## src/rtl/rikv_bus_pkg.sv

```systemverilog
// Shared types and helpers for the rikv iBus/dBus arbiter slice.
package rikv_bus_pkg;

  // Which requester a command or outstanding read belongs to
  typedef enum logic {
    SRC_IBUS = 1'b0,
    SRC_DBUS = 1'b1
  } src_e;

  // Arbiter states: idle, or holding a granted command for one source
  typedef enum logic [1:0] {
    ST_IDLE    = 2'd0,
    ST_GRANT_I = 2'd1,
    ST_GRANT_D = 2'd2
  } arb_state_e;

  // dBus access size encodings
  localparam logic [1:0] SIZE_B = 2'd0;
  localparam logic [1:0] SIZE_H = 2'd1;
  localparam logic [1:0] SIZE_W = 2'd2;

  localparam logic [3:0] MASK_ALL = 4'b1111;

  // Byte enables for an access of the given size at the given byte offset
  function automatic logic [3:0] byteMask(input logic [1:0] size, input logic [1:0] addrLow);
    logic [3:0] mask;
    case (size)
      SIZE_B:  mask = 4'b0001 << addrLow;
      SIZE_H:  mask = 4'b0011 << {addrLow[1], 1'b0};
      default: mask = MASK_ALL;
    endcase
    return mask;
  endfunction

endpackage

```

## src/rtl/rikv_src_fifo.sv

```systemverilog
// In-order FIFO of source tags, one entry per outstanding memory read.
module rikv_src_fifo
  import rikv_bus_pkg::*;
#(
  parameter int DEPTH = 2,
  localparam int CNT_W = $clog2(DEPTH + 1),
  localparam int PTR_W = (DEPTH > 1) ? $clog2(DEPTH) : 1
) (
  input  logic             clock,
  input  logic             reset,
  input  logic             push,
  input  src_e             pushSrc,
  input  logic             pop,
  output src_e             head,
  output logic [CNT_W-1:0] count,
  output logic             full,
  output logic             empty
);

  src_e             slots [DEPTH];
  logic [PTR_W-1:0] wrPtr;
  logic [PTR_W-1:0] rdPtr;
  logic             wrEn;
  logic             rdEn;

  function automatic logic [PTR_W-1:0] nextPtr(input logic [PTR_W-1:0] ptr);
    return (ptr == PTR_W'(DEPTH - 1)) ? '0 : ptr + PTR_W'(1);
  endfunction

  // Status flags and guarded enables so the FIFO never over/underflows
  always_comb begin
    full  = (count == CNT_W'(DEPTH));
    empty = (count == '0);
    wrEn  = push && !full;
    rdEn  = pop && !empty;
    head  = slots[rdPtr];
  end

  // Pointers and occupancy; a simultaneous push and pop leaves the count alone
  always_ff @(posedge clock) begin
    if (reset) begin
      wrPtr <= '0;
      rdPtr <= '0;
      count <= '0;
    end else begin
      if (wrEn) wrPtr <= nextPtr(wrPtr);
      if (rdEn) rdPtr <= nextPtr(rdPtr);
      case ({wrEn, rdEn})
        2'b10:   count <= count + CNT_W'(1);
        2'b01:   count <= count - CNT_W'(1);
        default: count <= count;
      endcase
    end
  end

  // Tag storage needs no reset; entries are only read once written
  always_ff @(posedge clock) begin
    if (wrEn) slots[wrPtr] <= pushSrc;
  end

endmodule

```

## src/rtl/rikv_bus_arbiter.sv

```systemverilog
// Merges rikv iBus and dBus onto one memory port with dBus priority,
// a starvation guard for iBus, and in-order read response routing.
module rikv_bus_arbiter
  import rikv_bus_pkg::*;
#(
  parameter int PENDING_DEPTH = 2,
  parameter int STARVE_LIMIT  = 4
) (
  input  logic        clock,
  input  logic        reset,
  input  logic        ibus_cmd_valid,
  output logic        ibus_cmd_ready,
  input  logic [31:0] ibus_cmd_payload_pc,
  output logic        ibus_rsp_ready,
  output logic [31:0] ibus_rsp_inst,
  input  logic        dbus_cmd_valid,
  output logic        dbus_cmd_ready,
  input  logic        dbus_cmd_payload_wr,
  input  logic [31:0] dbus_cmd_payload_address,
  input  logic [31:0] dbus_cmd_payload_data,
  input  logic [1:0]  dbus_cmd_payload_size,
  output logic        dbus_rsp_ready,
  output logic [31:0] dbus_rsp_data,
  output logic        mem_cmd_valid,
  input  logic        mem_cmd_ready,
  output logic        mem_cmd_wr,
  output logic [31:0] mem_cmd_address,
  output logic [31:0] mem_cmd_data,
  output logic [3:0]  mem_cmd_mask,
  input  logic        mem_rsp_valid,
  input  logic [31:0] mem_rsp_data,
  output logic        rsp_unexpected
);

  localparam int CNT_W    = $clog2(PENDING_DEPTH + 1);
  localparam int STARVE_W = $clog2(STARVE_LIMIT + 1);

  arb_state_e          state;
  logic [STARVE_W-1:0] starveCnt;
  logic [CNT_W-1:0]    pendingCount;
  logic                fifoFull;
  logic                fifoEmpty;
  src_e                fifoHead;
  src_e                pushSrc;
  logic                readRoom;
  logic                ibusEligible;
  logic                dbusEligible;
  logic                starved;
  logic                grantIbus;
  logic                grantDbus;
  logic                pushRead;
  logic                popRead;
  logic                unusedBits;

  // The low pc bits are ignored because fetches are always word-wide
  assign unusedBits = ^{ibus_cmd_payload_pc[1:0], fifoFull};

  // Arbitration is only live in IDLE and out of reset; reads need FIFO room
  always_comb begin
    readRoom     = (pendingCount < CNT_W'(PENDING_DEPTH));
    ibusEligible = ibus_cmd_valid && readRoom;
    dbusEligible = dbus_cmd_valid && (dbus_cmd_payload_wr || readRoom);
    starved      = (starveCnt == STARVE_W'(STARVE_LIMIT));
    grantIbus    = !reset && (state == ST_IDLE) && ibusEligible && (starved || !dbusEligible);
    grantDbus    = !reset && (state == ST_IDLE) && dbusEligible && !(ibusEligible && starved);
    ibus_cmd_ready = grantIbus;
    dbus_cmd_ready = grantDbus;
  end

  // Read bookkeeping and combinational routing of responses to the issuing source
  always_comb begin
    pushSrc        = (state == ST_GRANT_D) ? SRC_DBUS : SRC_IBUS;
    pushRead       = mem_cmd_valid && mem_cmd_ready && !mem_cmd_wr;
    popRead        = mem_rsp_valid && !fifoEmpty && !reset;
    ibus_rsp_ready = popRead && (fifoHead == SRC_IBUS);
    dbus_rsp_ready = popRead && (fifoHead == SRC_DBUS);
    ibus_rsp_inst  = ibus_rsp_ready ? mem_rsp_data : '0;
    dbus_rsp_data  = dbus_rsp_ready ? mem_rsp_data : '0;
  end

  // Command FSM: capture the winner's payload, then hold it until memory accepts
  always_ff @(posedge clock) begin
    if (reset) begin
      state           <= ST_IDLE;
      mem_cmd_valid   <= 1'b0;
      mem_cmd_wr      <= 1'b0;
      mem_cmd_address <= '0;
      mem_cmd_data    <= '0;
      mem_cmd_mask    <= '0;
    end else begin
      case (state)
        ST_IDLE: begin
          if (grantIbus) begin
            state           <= ST_GRANT_I;
            mem_cmd_valid   <= 1'b1;
            mem_cmd_wr      <= 1'b0;
            mem_cmd_address <= {ibus_cmd_payload_pc[31:2], 2'b00};
            mem_cmd_data    <= '0;
            mem_cmd_mask    <= MASK_ALL;
          end else if (grantDbus) begin
            state           <= ST_GRANT_D;
            mem_cmd_valid   <= 1'b1;
            mem_cmd_wr      <= dbus_cmd_payload_wr;
            mem_cmd_address <= {dbus_cmd_payload_address[31:2], 2'b00};
            mem_cmd_data    <= dbus_cmd_payload_data;
            mem_cmd_mask    <= byteMask(dbus_cmd_payload_size, dbus_cmd_payload_address[1:0]);
          end
        end
        ST_GRANT_I, ST_GRANT_D: begin
          if (mem_cmd_ready) begin
            state         <= ST_IDLE;
            mem_cmd_valid <= 1'b0;
          end
        end
        default: begin
          state         <= ST_IDLE;
          mem_cmd_valid <= 1'b0;
        end
      endcase
    end
  end

  // Count consecutive dBus wins while iBus waits; any iBus grant or idle iBus clears it
  always_ff @(posedge clock) begin
    if (reset || !ibus_cmd_valid || grantIbus) begin
      starveCnt <= '0;
    end else if (grantDbus && !starved) begin
      starveCnt <= starveCnt + STARVE_W'(1);
    end
  end

  // Sticky flag for a response that arrives with nothing outstanding
  always_ff @(posedge clock) begin
    if (reset) begin
      rsp_unexpected <= 1'b0;
    end else if (mem_rsp_valid && fifoEmpty) begin
      rsp_unexpected <= 1'b1;
    end
  end

  rikv_src_fifo #(
    .DEPTH(PENDING_DEPTH)
  ) srcFifo (
    .clock   (clock),
    .reset   (reset),
    .push    (pushRead),
    .pushSrc (pushSrc),
    .pop     (popRead),
    .head    (fifoHead),
    .count   (pendingCount),
    .full    (fifoFull),
    .empty   (fifoEmpty)
  );

endmodule

```

## config.mk

```make
export PLATFORM = sky130hd
export DESIGN_NAME = rikv_bus_arbiter
export DESIGN_NICKNAME = d
export VERILOG_FILES = /design/src/rtl/rikv_bus_pkg.sv /design/src/rtl/rikv_src_fifo.sv /design/src/rtl/rikv_bus_arbiter.sv
export SDC_FILE = /design/constraint.sdc
export NUM_CORES = 1
export LEC_CHECK = 0
export ABC_CLOCK_PERIOD_IN_PS = 1700
export CORE_MARGIN = 4
export CORE_UTILIZATION = 32
export CTS_BUF_LIST = sky130_fd_sc_hd__clkbuf_16
export DETAILED_ROUTE_END_ITERATION = 6
export PLACE_DENSITY = 0.81
export SETUP_SLACK_MARGIN = 0.02
export SYNTH_ARGS = -nofsm -noshare
export SYNTH_HDL_FRONTEND = slang
export SYNTH_SLANG_ARGS = --single-unit
export TNS_END_PERCENT = 20
```

## constraint.sdc

```tcl
create_clock -name clock -period 1.7 [get_ports clock]
set_input_delay 0.34 -clock clock [delete_from_list [all_inputs] [get_ports clock]]
set_output_delay 0.34 -clock clock [all_outputs]
set_load 0.02 [all_outputs]
```

==> results.yml <==
global_routing:
  antenna_found_initial: 0
  grt_pass1_vias: 4598
  grt_pass1_wl_um: 22900
  grtUsageTotal: 0.196
  grt_max_degree: 66
  grt-ovfl-total: 0
cells_and_area:
  area_growth_pct: 89.3
  stdcell_count: 906
  multi_input_area_sq_um: 2160
  nets: 878
  final_area_sq_um: 7510
  regArea_sq_um: 1640
  fill_cells: 974
  diodes: 0
  drive_gt1_frac: 0.268
placed_design:
  portBuffers: 271
  place_area_sq_um: 6970
  hpwl_um: 10600
  gp_congestion: 0.812
  post-place-cells: 886
setup_path:
  crit_required_ns: 1.36
  worstPathMaxFanout: 8
  critical_path.endpoint_type: "output port"
  cp-start-kind: "flop"
  critPathKind: "reg2out"
  worstPathArrival_ns: 1.60
power_and_ir_drop:
  vdd_ir_drop_max_v: 0.000512
  p_per_area_nw_per_um2: 761
  p_leak_nw: 3.09
logic_synthesis:
  async_reset_ff_frac: 0
  ys_ff_latch: 81
  syn_area_sq_um: 3970
  synth_area_per_cell_sq_um: 8.78
  yosysUniqueCellTypes: 42
  ys_seq_area_frac: 0.414
  syn_inst: 452
  synth_edf_count: 2
  yosys_most_used_dff: "dfxtp_1"
  yosys_warnings: 0
routing:
  drt_iter0_drc: 237
  drc_errors: 0
  wl_per_cell_um: 16.2
  dr_total_vias: 4404
  vias_per_cell: 4.86
  drtPass1Iterations: 4
  drt-total-wl_um: 14700
  antenna_left: 0
timing:
  report.final.slew_viol_count: 0
  relSlewSlack: 0.463
  setup_viol: 131
  hold_viol: 0
  worstMarginPinSlew_ns: 0.805
  fmax_ghz: 0.514
  fin_skew_ns: 0.00505
  grt_setup_unrepaired: "yes"
  post-route-min-period_ns: 1.94
  fin_crit_sh: 1.14
  worst_slack_ns: -0.244
clock_tree:
  tritoncts: "yes"
  root_buffer: "clkbuf_16"
  postCtsHoldBufs: 0
  numCtsBuffers: 9
  clock_path_buffers: 2
  cts_sinks: 81
  clock_latency_ns: 0.33
  clk_pin_slew_ns: 0.06
  h-tree-depth: 3
outcome:
  violations: "setup timing"
  status: "finished, violations left"
floorplan:
  dieArea_sq_um: 14200
  start_util: 0.329
  row_count: 40
  die_x_um: 119
  ioPinCount: 276
  fp.dieH_um: 119
  core_region_area_sq_um: 12100
flow_run:
  cap_viol_max_count: 0
min_path:
  hold_path_class: "in2reg"
[cells by family after synthesis]
| group | count (synthesis) | share of synthesized area |
|---|---|---|
| buffers and inverters | 50 | 0.0735 |
| XOR/XNOR | 6 | 0.0132 |
| adder cells (fa/ha/maj) | 5 | 0.0158 |
| multiplexers | 3 | 0.00757 |
| AND/OR/NAND/NOR | 253 | 0.374 |
| flip-flops | 81 | 0.414 |
| AO/OA/AOI/OAI | 53 | 0.101 |
| other | 1 | 0.000945 |
[timing repair]
item	in CTS	in global routing
resized for setup	413	7
setup endpoints to repair	132	150
pin swaps	12	15
buffers inserted	3	3
gates cloned	3	1
endpoints found under the hold margin	0	0
[cells in the final DEF (no fill, tap or decap), types with 3 or more instances in the layout]
cell and n:
xnor2_1 3, nor4_2 30, buf_12 3, buf_6 56, clkdlybuf4s15_2 10, dfxtp_1 77, o21ai_0 4, a21oi_1 5
nand2b_1 5, a22oi_1 33, nor2_1 103, nor3_1 36, and2_1 3, and2_4 31, inv_1 8, xor2_1 3
buf_4 38, and3_1 33, ha_1 4, clkbuf_16 10, clkdlybuf4s50_1 200
[power by group]
group | internal (mW) | switching, mW
logic | 0.846 | 0.734
clock network | 1.26 | 0.740
registers | 2.06 | 0.0811
total | 4.16 | 1.55
[state kept, by name, summed over array words and instances (netlist names), named ones only]
| register | count |
|---|---|
| mem_cmd_data | 32 |
| mem_cmd_address | 30 |
| mem_cmd_mask | 4 |
| starveCnt | 3 |
| srcFifo.count | 2 |
| srcFifo.slots | 2 |
| state | 2 |
| mem_cmd_valid | 1 |
| mem_cmd_wr | 1 |
| rsp_unexpected | 1 |
| srcFifo.rdPtr | 1 |
| srcFifo.wrPtr | 1 |
[final cells by class]
| class | instances | share of cell area |
|---|---|---|
| Sequential cell | 81 | 0.219 |
| Inverter | 10 | 0.00699 |
| Multi-Input combinational cell | 322 | 0.287 |
| Timing Repair Buffer | 312 | 0.420 |
| Clock buffer | 9 | 0.0300 |
| Tap cell | 168 | 0.0280 |
| Clock inverter | 4 | 0.00933 |
[through the flow]
stage	utilization	setup TNS (ns)	setup WS, ns	hold WS [ns]	total power [mW]
after global routing	0.623	-33.41	-0.325	0.402	5.98
after detailed placement	0.577	-80.24	-0.780	0.475	3.70
after floorplan	-	-0.0545	-0.0545	0.472	2.91
final	0.623	-19.99	-0.244	0.400	5.71
after CTS	0.622	-22.63	-0.305	0.388	5.78
after global placement	0.577	-75.29	-0.720	0.455	3.66
[path summary, 6_finish.rpt]
check / from / end / cells past startpoint / slack, ns
worst max-delay path: srcFifo.slots[1] / dbus_rsp_data[20] / 6 / -0.24
worst max register to register: state[0] / mem_cmd_address[23] / 9 / -0.16
worst min-delay path: reset / state[1] / 3 / 0.40
worst min register to register: mem_cmd_valid / mem_cmd_valid / 2 / 0.49
[critical path: stages, from the launching register on]
cell and delay, ns:
edfxtp_1 0.41, mux2i_4 0.23, nor3_4 0.07, buf_6 0.14, clkbuf_16 0.15, and2_4 0.15, buf_6 0.12
[synthesized netlist by cell type (2+ instances only)]
cell / n / area (sq um)
a211oi_1: 2 / 15.0
a21oi_1: 6 / 30.0
a22oi_1: 33 / 248
a311oi_1: 2 / 17.5
and2_1: 34 / 213
and3_1: 33 / 206
buf_2: 10 / 50.1
buf_4: 4 / 30.0
buf_6: 3 / 33.8
buf_8: 2 / 30.0
clkbuf_1: 20 / 75.1
dfxtp_1: 79 / 1580
edfxtp_1: 2 / 60.1
ha_1: 5 / 62.6
inv_1: 8 / 30.0
mux2i_1: 3 / 30.0
nand2_1: 2 / 7.51
nand2b_1: 5 / 31.3
nand2b_4: 2 / 27.5
nor2_1: 104 / 390
nor3_1: 36 / 180
nor4_2: 30 / 375
o21ai_0: 4 / 20.0
xnor2_1: 3 / 26.3
xor2_1: 3 / 26.3
[metal layers]
| layer | vias up | wire length [um] | GRT usage |
|---|---|---|---|
| met3 | 25 | 1080 | 0.0594 |
| li1 | 2130 | - | - |
| met2 | 181 | 7370 | 0.351 |
| met4 | 0 | 295 | 0.0673 |
| met1 | 2068 | 5940 | 0.220 |
| met5 | - | 0 | 0 |
(Power assumes the default switching activity.)
